$ cat src/rtl/uart_program_loader.sv
`timescale 1ns/1ps
`default_nettype none
// ============================================================================
// Module   : uart_program_loader
// Purpose  : Receive side of the debug serial link. Deserializes UART frames
//            on rx (16x oversampled by the shared baud tick), packs every
//            N_BYTES bytes big-endian into one instruction word and writes it
//            into instruction memory through the debug write port.
// Ports    : clock        - system clock
//            reset        - asynchronous, active-low reset
//            tick         - one-cycle pulse at 16x baud rate
//            rx           - serial input, idle high (2-flop synchronized)
//            load_en      - arm loader; low clears assembler and flags
//            o_data_mem   - assembled instruction (held until next strobe)
//            o_dir_wr_mem - byte address of the write
//            write_to_mem - one-cycle write strobe
//            finish_rcv   - sticky: halt word received or memory full
//            overflow     - sticky: memory filled without halt word
//            frame_error  - sticky: stop bit sampled low
//            parity_error - sticky: even-parity mismatch
// Options  : UART_LOADER_PARITY_EN - expect one even-parity bit after the
//            data bits; without it frames are 8N1 and parity_error is 0.
// Revision : 1.0 - initial release
// ============================================================================
module uart_program_loader #(
  parameter int                   NB_DATA   = 32,
  parameter int                   N_BITS    = 8,
  parameter int                   N_BYTES   = 4,
  parameter int                   NB_ADDR   = 7,
  parameter int                   SB_TICK   = 16,
  parameter logic [NB_DATA-1:0]   HALT_WORD = 32'hFFFF_FFFF
) (
  input  logic               clock,
  input  logic               reset,
  input  logic               tick,
  input  logic               rx,
  input  logic               load_en,
  output logic [NB_DATA-1:0] o_data_mem,
  output logic [NB_ADDR-1:0] o_dir_wr_mem,
  output logic               write_to_mem,
  output logic               finish_rcv,
  output logic               overflow,
  output logic               frame_error,
  output logic               parity_error
);

  localparam int TICK_W = $clog2(SB_TICK);
  localparam int BIT_W  = $clog2(N_BITS);
  localparam int IDX_W  = $clog2(N_BYTES);
  localparam int PART_W = NB_DATA - N_BITS;

  localparam logic [TICK_W-1:0]  TICK_MID  = TICK_W'(SB_TICK / 2 - 1);
  localparam logic [TICK_W-1:0]  TICK_LAST = TICK_W'(SB_TICK - 1);
  localparam logic [BIT_W-1:0]   BIT_LAST  = BIT_W'(N_BITS - 1);
  localparam logic [IDX_W-1:0]   IDX_LAST  = IDX_W'(N_BYTES - 1);
  localparam logic [NB_ADDR-1:0] ADDR_STEP = NB_ADDR'(N_BYTES);
  localparam logic [NB_ADDR-1:0] ADDR_LAST = NB_ADDR'((2 ** NB_ADDR) - N_BYTES);

  localparam logic [2:0] ST_IDLE   = 3'd0;
  localparam logic [2:0] ST_START  = 3'd1;
  localparam logic [2:0] ST_DATA   = 3'd2;
  localparam logic [2:0] ST_STOP   = 3'd3;
`ifdef UART_LOADER_PARITY_EN
  localparam logic [2:0] ST_PARITY = 3'd4;
`endif

  // --------------------------------------------------------------------------
  // Input synchronizer (idle-high so reset does not look like a start bit)
  // --------------------------------------------------------------------------
  logic rx_meta;
  logic rx_sync;

  always_ff @(posedge clock or negedge reset) begin
    if (!reset) begin
      rx_meta <= 1'b1;
      rx_sync <= 1'b1;
    end else begin
      rx_meta <= rx;
      rx_sync <= rx_meta;
    end
  end

  // --------------------------------------------------------------------------
  // Receive FSM
  // --------------------------------------------------------------------------
  logic [2:0]        state;
  logic [2:0]        next_state;
  logic [TICK_W-1:0] tick_cnt;
  logic [BIT_W-1:0]  bit_cnt;
  logic [N_BITS-1:0] shift_byte;

  logic mid_tick;
  logic bit_tick;
  assign mid_tick = tick && (tick_cnt == TICK_MID);
  assign bit_tick = tick && (tick_cnt == TICK_LAST);

  always_ff @(posedge clock or negedge reset) begin
    if (!reset) begin
      state <= ST_IDLE;
    end else begin
      state <= next_state;
    end
  end

  always_comb begin
    next_state = state;
    case (state)
      ST_IDLE: begin
        if (!rx_sync && !finish_rcv) next_state = ST_START;
      end
      ST_START: begin
        // Line back high at mid-bit means a glitch, not a start bit.
        if (mid_tick) next_state = rx_sync ? ST_IDLE : ST_DATA;
      end
      ST_DATA: begin
        if (bit_tick && (bit_cnt == BIT_LAST)) begin
`ifdef UART_LOADER_PARITY_EN
          next_state = ST_PARITY;
`else
          next_state = ST_STOP;
`endif
        end
      end
`ifdef UART_LOADER_PARITY_EN
      ST_PARITY: begin
        if (bit_tick) next_state = ST_STOP;
      end
`endif
      ST_STOP: begin
        if (bit_tick) next_state = ST_IDLE;
      end
      default: next_state = ST_IDLE;
    endcase
    // Disarming aborts any frame in flight.
    if (!load_en) next_state = ST_IDLE;
  end

  // Output decode of the FSM: sampling events in the current cycle.
  logic data_sample;
  logic stop_sample;
  logic byte_valid;
  logic frame_fail;
`ifdef UART_LOADER_PARITY_EN
  logic par_sample;
  logic par_fail;
  logic par_bad;
`endif

  always_comb begin
    data_sample = (state == ST_DATA) && bit_tick;
    stop_sample = (state == ST_STOP) && bit_tick;
    frame_fail  = stop_sample && !rx_sync;
`ifdef UART_LOADER_PARITY_EN
    par_sample  = (state == ST_PARITY) && bit_tick;
    par_fail    = par_sample && (rx_sync != (^shift_byte));
    byte_valid  = stop_sample && rx_sync && !par_bad;
`else
    byte_valid  = stop_sample && rx_sync;
`endif
  end

  // Bit timing and deserializer
  always_ff @(posedge clock or negedge reset) begin
    if (!reset) begin
      tick_cnt   <= '0;
      bit_cnt    <= '0;
      shift_byte <= '0;
`ifdef UART_LOADER_PARITY_EN
      par_bad    <= 1'b0;
`endif
    end else if (!load_en) begin
      tick_cnt   <= '0;
      bit_cnt    <= '0;
`ifdef UART_LOADER_PARITY_EN
      par_bad    <= 1'b0;
`endif
    end else begin
      case (state)
        ST_IDLE: begin
          tick_cnt <= '0;
          bit_cnt  <= '0;
`ifdef UART_LOADER_PARITY_EN
          par_bad  <= 1'b0;
`endif
        end
        ST_START: begin
          // Restart the count at mid-bit so later samples land mid-bit too.
          if (tick) tick_cnt <= mid_tick ? '0 : tick_cnt + 1'b1;
        end
        default: begin
          if (tick) tick_cnt <= bit_tick ? '0 : tick_cnt + 1'b1;
        end
      endcase
      if (data_sample) begin
        shift_byte <= {rx_sync, shift_byte[N_BITS-1:1]};
        bit_cnt    <= bit_cnt + 1'b1;
      end
`ifdef UART_LOADER_PARITY_EN
      if (par_sample) par_bad <= par_fail;
`endif
    end
  end

  // --------------------------------------------------------------------------
  // Word assembler and memory write port
  // --------------------------------------------------------------------------
  logic [IDX_W-1:0]   byte_idx;
  logic [NB_ADDR-1:0] addr;
  logic [PART_W-1:0]  partial;
  logic [NB_DATA-1:0] full_word;

  assign full_word = {partial, shift_byte};

  always_ff @(posedge clock or negedge reset) begin
    if (!reset) begin
      byte_idx     <= '0;
      addr         <= '0;
      partial      <= '0;
      o_data_mem   <= '0;
      o_dir_wr_mem <= '0;
      write_to_mem <= 1'b0;
      finish_rcv   <= 1'b0;
      overflow     <= 1'b0;
      frame_error  <= 1'b0;
    end else begin
      write_to_mem <= 1'b0;
      if (!load_en) begin
        // Clear takes priority over a strobe landing in the same cycle.
        byte_idx    <= '0;
        addr        <= '0;
        partial     <= '0;
        finish_rcv  <= 1'b0;
        overflow    <= 1'b0;
        frame_error <= 1'b0;
      end else begin
        if (frame_fail) frame_error <= 1'b1;
        if (byte_valid) begin
          if (byte_idx == IDX_LAST) begin
            byte_idx     <= '0;
            partial      <= '0;
            write_to_mem <= 1'b1;
            o_data_mem   <= full_word;
            o_dir_wr_mem <= addr;
            if (full_word == HALT_WORD) begin
              finish_rcv <= 1'b1;
            end else if (addr == ADDR_LAST) begin
              finish_rcv <= 1'b1;
              overflow   <= 1'b1;
            end
            // Hold at the top address instead of wrapping onto word 0.
            if (addr != ADDR_LAST) addr <= addr + ADDR_STEP;
          end else begin
            byte_idx <= byte_idx + 1'b1;
            partial  <= {partial[PART_W-N_BITS-1:0], shift_byte};
          end
        end
      end
    end
  end

`ifdef UART_LOADER_PARITY_EN
  always_ff @(posedge clock or negedge reset) begin
    if (!reset) begin
      parity_error <= 1'b0;
    end else if (!load_en) begin
      parity_error <= 1'b0;
    end else if (par_fail) begin
      parity_error <= 1'b1;
    end
  end
`else
  assign parity_error = 1'b0;
`endif

endmodule
`default_nettype wire

$ cat config.mk
export PLATFORM = sky130hd
export DESIGN_NAME = uart_program_loader
export DESIGN_NICKNAME = d
export VERILOG_FILES = /design/src/rtl/uart_program_loader.sv
export SDC_FILE = /design/constraint.sdc
export NUM_CORES = 1
export LEC_CHECK = 0
export ABC_CLOCK_PERIOD_IN_PS = 5300
export CORE_MARGIN = 10
export CORE_UTILIZATION = 59
export DETAILED_ROUTE_END_ITERATION = 7
export PLACE_DENSITY = 0.86
export SYNTH_ARGS = -nofsm -noshare
export SYNTH_HDL_FRONTEND = slang
export SYNTH_SLANG_ARGS = --single-unit
$ cat constraint.sdc
create_clock -name clock -period 5.3 [get_ports clock]
set_clock_uncertainty 0.2 [all_clocks]
set_input_delay 0.53 -clock clock [delete_from_list [all_inputs] [get_ports clock]]
set_output_delay 0.53 -clock clock [all_outputs]
set_load 0.05 [all_outputs]
# Word level (Yosys, flattened, before mapping)
# Cells that the tools add are included.
[totals] out_inout_bits=44 elab_cells=101 regBits=96
[classes] muxes=40 n_reduce_logical=18 n_addsub=4 eq_ne=24
[ops] operator="24-bit two-way mux" count=3
[ops] operator="32-bit equality test (second input constant)" count=1
[ops] operator="7-bit two-way mux" count=4
[ops] operator="3-bit two-way mux" count=8
[ops] operator="4-bit two-way mux" count=5
[ops] operator="3-bit != test (second input constant)" count=5
[ops] operator="1-bit two-way mux" count=14
[ops] operator="3-bit case mux with 4 select lines" count=1
[ops] operator="2-bit by 1-bit != test with 1-bit output (second input constant)" count=5
[ops] operator="3-bit AND reduction" count=3
[ops] operator="1-bit logical AND" count=8
[ops] operator="2-bit two-way mux" count=4
[ops] operator="4-bit case mux with 2 select lines" count=1
[ops] operator="4-bit AND reduction" count=2
[ops] operator="7-bit by 3-bit adder with 7-bit output (second input constant)" count=1
[ops] operator="7-bit equality test (second input constant)" count=1
[ops] operator="7-bit != test (second input constant)" count=1
[ops] operator="3-bit by 2-bit equality test with 1-bit output (second input constant)" count=2
[ops] operator="3-bit by 1-bit != test with 1-bit output (second input constant)" count=2
[ops] operator="4-bit by 1-bit adder with 4-bit output (second input constant)" count=1
[ops] operator="4-bit by 3-bit equality test with 1-bit output (second input constant)" count=1
[ops] operator="4-bit equality test (second input constant)" count=1
[ops] operator="2-bit AND reduction" count=2
[ops] operator="3-bit by 1-bit adder with 3-bit output (second input constant)" count=1
[ops] operator="other kinds (8)" count=9

# Longest topological paths before layout
[depth] word_depth=6 ltp_mapped=6 mapped_depth_nobuf=5

# Least setup slack after synthesis
# No wires, ideal clock.
[synth_path] path_type="reg2reg" from="reg tick_cnt[0]" to="reg addr[6]" slack_ns=3.285 t_arrival_ns=1.737 stages_incl_launch_ff=7 synth_period_minus_slack_ns=2.015 setup_ns=0.078 path_cell_list="dfrtp_1 > ha_1 > nand4_4 > or3b_1 > clkbuf_2 > or3_1 > a21oi_1"
[synth_between] elab_chain_cells=6
[synth_rtl] element="start: declaration" line="88" source="logic [TICK_W-1:0] tick_cnt;"
[synth_rtl] element="start signal: assignment" line="188" source="if (tick) tick_cnt <= mid_tick ? '0 : tick_cnt + 1'b1;"
[synth_rtl] element="start signal: assignment" line="191" source="if (tick) tick_cnt <= bit_tick ? '0 : tick_cnt + 1'b1;"
[synth_rtl] element="4-bit equality test" line="95" source="assign bit_tick = tick && (tick_cnt == TICK_LAST);"
[synth_rtl] element="1-bit logical AND" line="95"
[synth_rtl] element="1-bit logical AND" line="151" source="stop_sample = (state == ST_STOP) && bit_tick;"
[synth_rtl] element="1-bit logical AND" line="158" source="byte_valid = stop_sample && rx_sync;"
[synth_rtl] element="2-bit by 1-bit != test with 1-bit output (no line)"
[synth_rtl] element="3-bit AND reduction (no line)"
[synth_rtl] element="end signal: assignment" line="251" source="if (addr != ADDR_LAST) addr <= addr + ADDR_STEP;"
[synth_rtl] element="end: declaration" line="208" source="logic [NB_ADDR-1:0] addr;"
# Every way passes these cells.
# A chain may end at the register's enable or synchronous reset.

# Worst setup path in the final report
[layout_path] from="in tick" to="reg o_data_mem[8]"
[layout_between] elab_chain_cells=4
[layout_rtl] element="start: declaration" line="35" source="input logic tick,"
[layout_rtl] element="1-bit logical AND" line="95"
[layout_rtl] element="1-bit logical AND" line="151"
[layout_rtl] element="1-bit logical AND" line="158"
[layout_rtl] element="3-bit AND reduction (no line)"
[layout_rtl] element="end signal: assignment" line="242" source="o_data_mem <= full_word;"
[layout_rtl] element="end: declaration" line="38" source="output logic [NB_DATA-1:0] o_data_mem,"
# Every way passes these cells.

==> summary.md <==
| Metric | Value |
|---|---|
| Status | complete, no violations |
| Root Driver | clkbuf_8 |
| LEAKAGE | 2.06 nW |
| Netlist cell types | 37 |
| Die W | 101 um |
| Drt via density | a little under 6 |
| Antenna viol nets, final | 0 |
| VDD IR max | between 0.0002 and 0.00025 V |
| Area growth syn-to-layout | 17.8% |
| Ant. Diodes | 0 |
| DR pass1 iterations | 4 |
| Routed WL per cell | 17.1 um |
| Asr flop ratio synth | 100% |
| Hold-fix buffers, CTS | 0 |
| Total number of vias | 2672 |
| Synthesis Warnings | 0 |
| Worst Hold Class | register to register |
| Mapped Avg Cell Area | 11.5 um2 |
| Max Fanout on Critical Path | 37 |
| Vias in the first global route | 2637 |
| Fmax | 377 MHz |
| Ys flop type | dfrtp_1 |
| Largest net degree at the start of global routing | 92 |
| Initial antenna violation count | 0 |
| Fin util | 71.6% |
| RSZ-0062 raised after global routing | false |
| DRT iter0 DRCs | 182 |
| Clock tree buffer depth | 2 |
| Die H | 101 um |
| H-tree level count | 3 |
| #FFs+latches synth | a little over 90 |
| IO Count | 49 |
| Drc violations | 0 |
| Clock Latency Late Sink | around 0.35 ns |
| Crit path DAT | 2.69 ns |
| Data required time of the critical path | 5.34 ns |
| Final Power | 1.26 mW |
| Global placer's final weighted congestion | 0.781 |
| Placed wire-length estimate | between 5 and 6 mm |
| Postcts setup bufs | 0 |
| Max_cap viols | 0 |
| Worst Max-Slew Pin Slew | 1.09 ns |
| Inserted Clock Buffers | 9 |
| GRT Overall Usage | 15.8% |
| Placed cell areas | between 4000 and 5000 um2 |
| Total wire length | roughly 7.8 mm |
| Crit path capture type | register |
| Nets | 384 |
| Hold WS | 0.160 ns |
| Worst setup SP type | input pin |
| CP max stage delay | 0.64 ns |
| First-pass GRT wire length | 13.1 mm |
| Post-Syn Area | 3860 um2 |
| Mapped Cells | 335 |
| Fin crit period | 2.65 ns |
| Setup TNS | 0 ns |
| Num rows | 29 |
| Clock-pin slew on the worst setup and hold paths | 0.08 ns |
| Worst path cell trace | clkdlybuf4s50_1, nand4_4, nor2_1, nand2_2, mux2_2 |
| Fin. max-slew vios | 0 |
| Final hold vios | 0 |
| TritonCTS clock tree | built |
| Initial Util | approximately three fifths |
| IO Port Bufs | 45 |
| Post-synth EDFFs | 0 |
| Core area | 6350 um2 |
| Final Instance Area | 4550 um2 |
| Slowest-stage cell, CP | clkdlybuf4s50_1 |
| Seq/Total Area, Yosys | 59.1% |
| Total global routing overflow | 0 |
| Die area | around 10000 um2 |
| Critical path class | input pin to register |
| Final period utilization | 50.0% |
| Clk sinks | a little over 90 |
| Final setup violation count | 0 |
| Power Density | between 200 and 300 nW/um2 |
| Slew headroom | 27.6% |
| Gates resized, CTS repair | 0 |
| Layout cells sized above 1 | 18.8% |
-- report_power, final --
part / internal, mW / switching [mW]
Clock: 0.267 / 0.242
Sequential: 0.697 / 0.00719
Combinational: 0.00995 / 0.0334
Total: 0.974 / 0.283
-- registers in the layout, indices dropped and copies added, names as in the netlist --
register,cells
o_data_mem,32
partial,24
shift_byte,8
addr,5
o_dir_wr_mem,5
tick_cnt,4
bit_cnt,3
byte_idx,2
state,2
finish_rcv,1
frame_error,1
overflow,1
rx_meta,1
rx_sync,1
write_to_mem,1
-- synthesized netlist by cell type (2+ instances only) --
cell type,count,share of area (%)
inv_1,4,0.39
nor3_1,2,0.26
nand2_1,33,3.2
dfstp_2,2,1.4
nor4_1,3,0.49
mux2_2,45,13
nor3b_1,2,0.39
nand4_1,11,1.8
buf_2,4,0.52
buf_4,3,0.58
xor2_1,2,0.45
nand3_1,34,4.4
a41oi_1,2,0.45
ha_1,6,1.9
clkbuf_1,12,1.2
or3_1,6,0.97
dfrtp_1,89,58
mux2i_1,2,0.52
a21oi_1,10,1.3
o21ai_0,34,4.4
buf_1,3,0.29
nor2_1,11,1.1
-- cells by family (layout without fill, tap and decap cells) --
family | after synthesis | after routing | share of synthesized area (%)
buf+inv | 27 | 68 | 3.08
mux | 47 | 47 | 13.6
flops | 91 | 91 | 59.1
other cells | 1 | 3 | 0.0972
fa+ha+maj | 6 | 6 | 1.94
xor+xnor | 3 | 3 | 0.681
compound gates | 51 | 51 | 7.23
simple gates | 109 | 109 | 14.3
-- critical path: cells and delay by family --
kind | cells | cell delay, ns
buffers and inverters | 1 | 0.64
multiplexers | 1 | 0.48
AND/OR/NAND/NOR | 3 | 1.01
-- area by class of cell --
| class | count | area [um2] |
|---|---|---|
| Clock inverter | 6 | 87.6 |
| Inverter | 4 | 15.0 |
| Tap cell | 77 | 96.3 |
| Multi-Input combinational cell | 219 | 1470 |
| Sequential cell | 91 | 2280 |
| Fill cell | 417 | 1800 |
| Timing Repair Buffer | 48 | 470 |
| Clock buffer | 10 | 128 |
-- final timing paths --
check	from	endpoint	slack [ns]	depth (start not counted)
min in group asynchronous	reset	tick_cnt[1]	0.17	1
worst min-delay path	rx_meta	rx_sync	0.16	0
worst max register to register	tick_cnt[0]	o_data_mem[8]	2.78	5
worst min register to register	rx_meta	rx_sync	0.16	0
max in group asynchronous	reset	o_data_mem[7]	4.05	1
worst max-delay path	tick	o_data_mem[8]	2.65	5
-- cells in the final DEF, fill, tap and decap left out, types with 3 or more instances in the layout --
master	netlist	routed
dfrtp_1	89	89
mux2_2	45	45
clkdlybuf4s50_1	0	44
nand3_1	34	34
o21ai_0	34	34
nand2_1	33	33
nor2_1	11	11
nand4_1	11	11
a21oi_1	10	10
clkbuf_8	0	9
or3_1	6	6
ha_1	6	6
inv_1	4	4
buf_4	3	4
nor4_1	3	3
conb_1	1	3
-- per-layer routing --
layer / vias to the layer above / global-route usage, % / routed length (um)
li1: 1258 / - / -
met1: 1340 / 21.3 / 3450
met2: 67 / 23.4 / 3770
met3: 7 / 4.73 / 500
met4: 0 / 5.87 / 61
met5: - / 0 / 0
-- stage by stage --
step / setup WS, ns / std cells
floorplan: 3.28 / 337
global placement: 2.39 / 439
detailed placement: 2.26 / 439
CTS: 2.64 / 455
global route: 2.50 / 455
finish: 2.65 / 455
No activity file was read; power rests on OpenSTA's default activity.
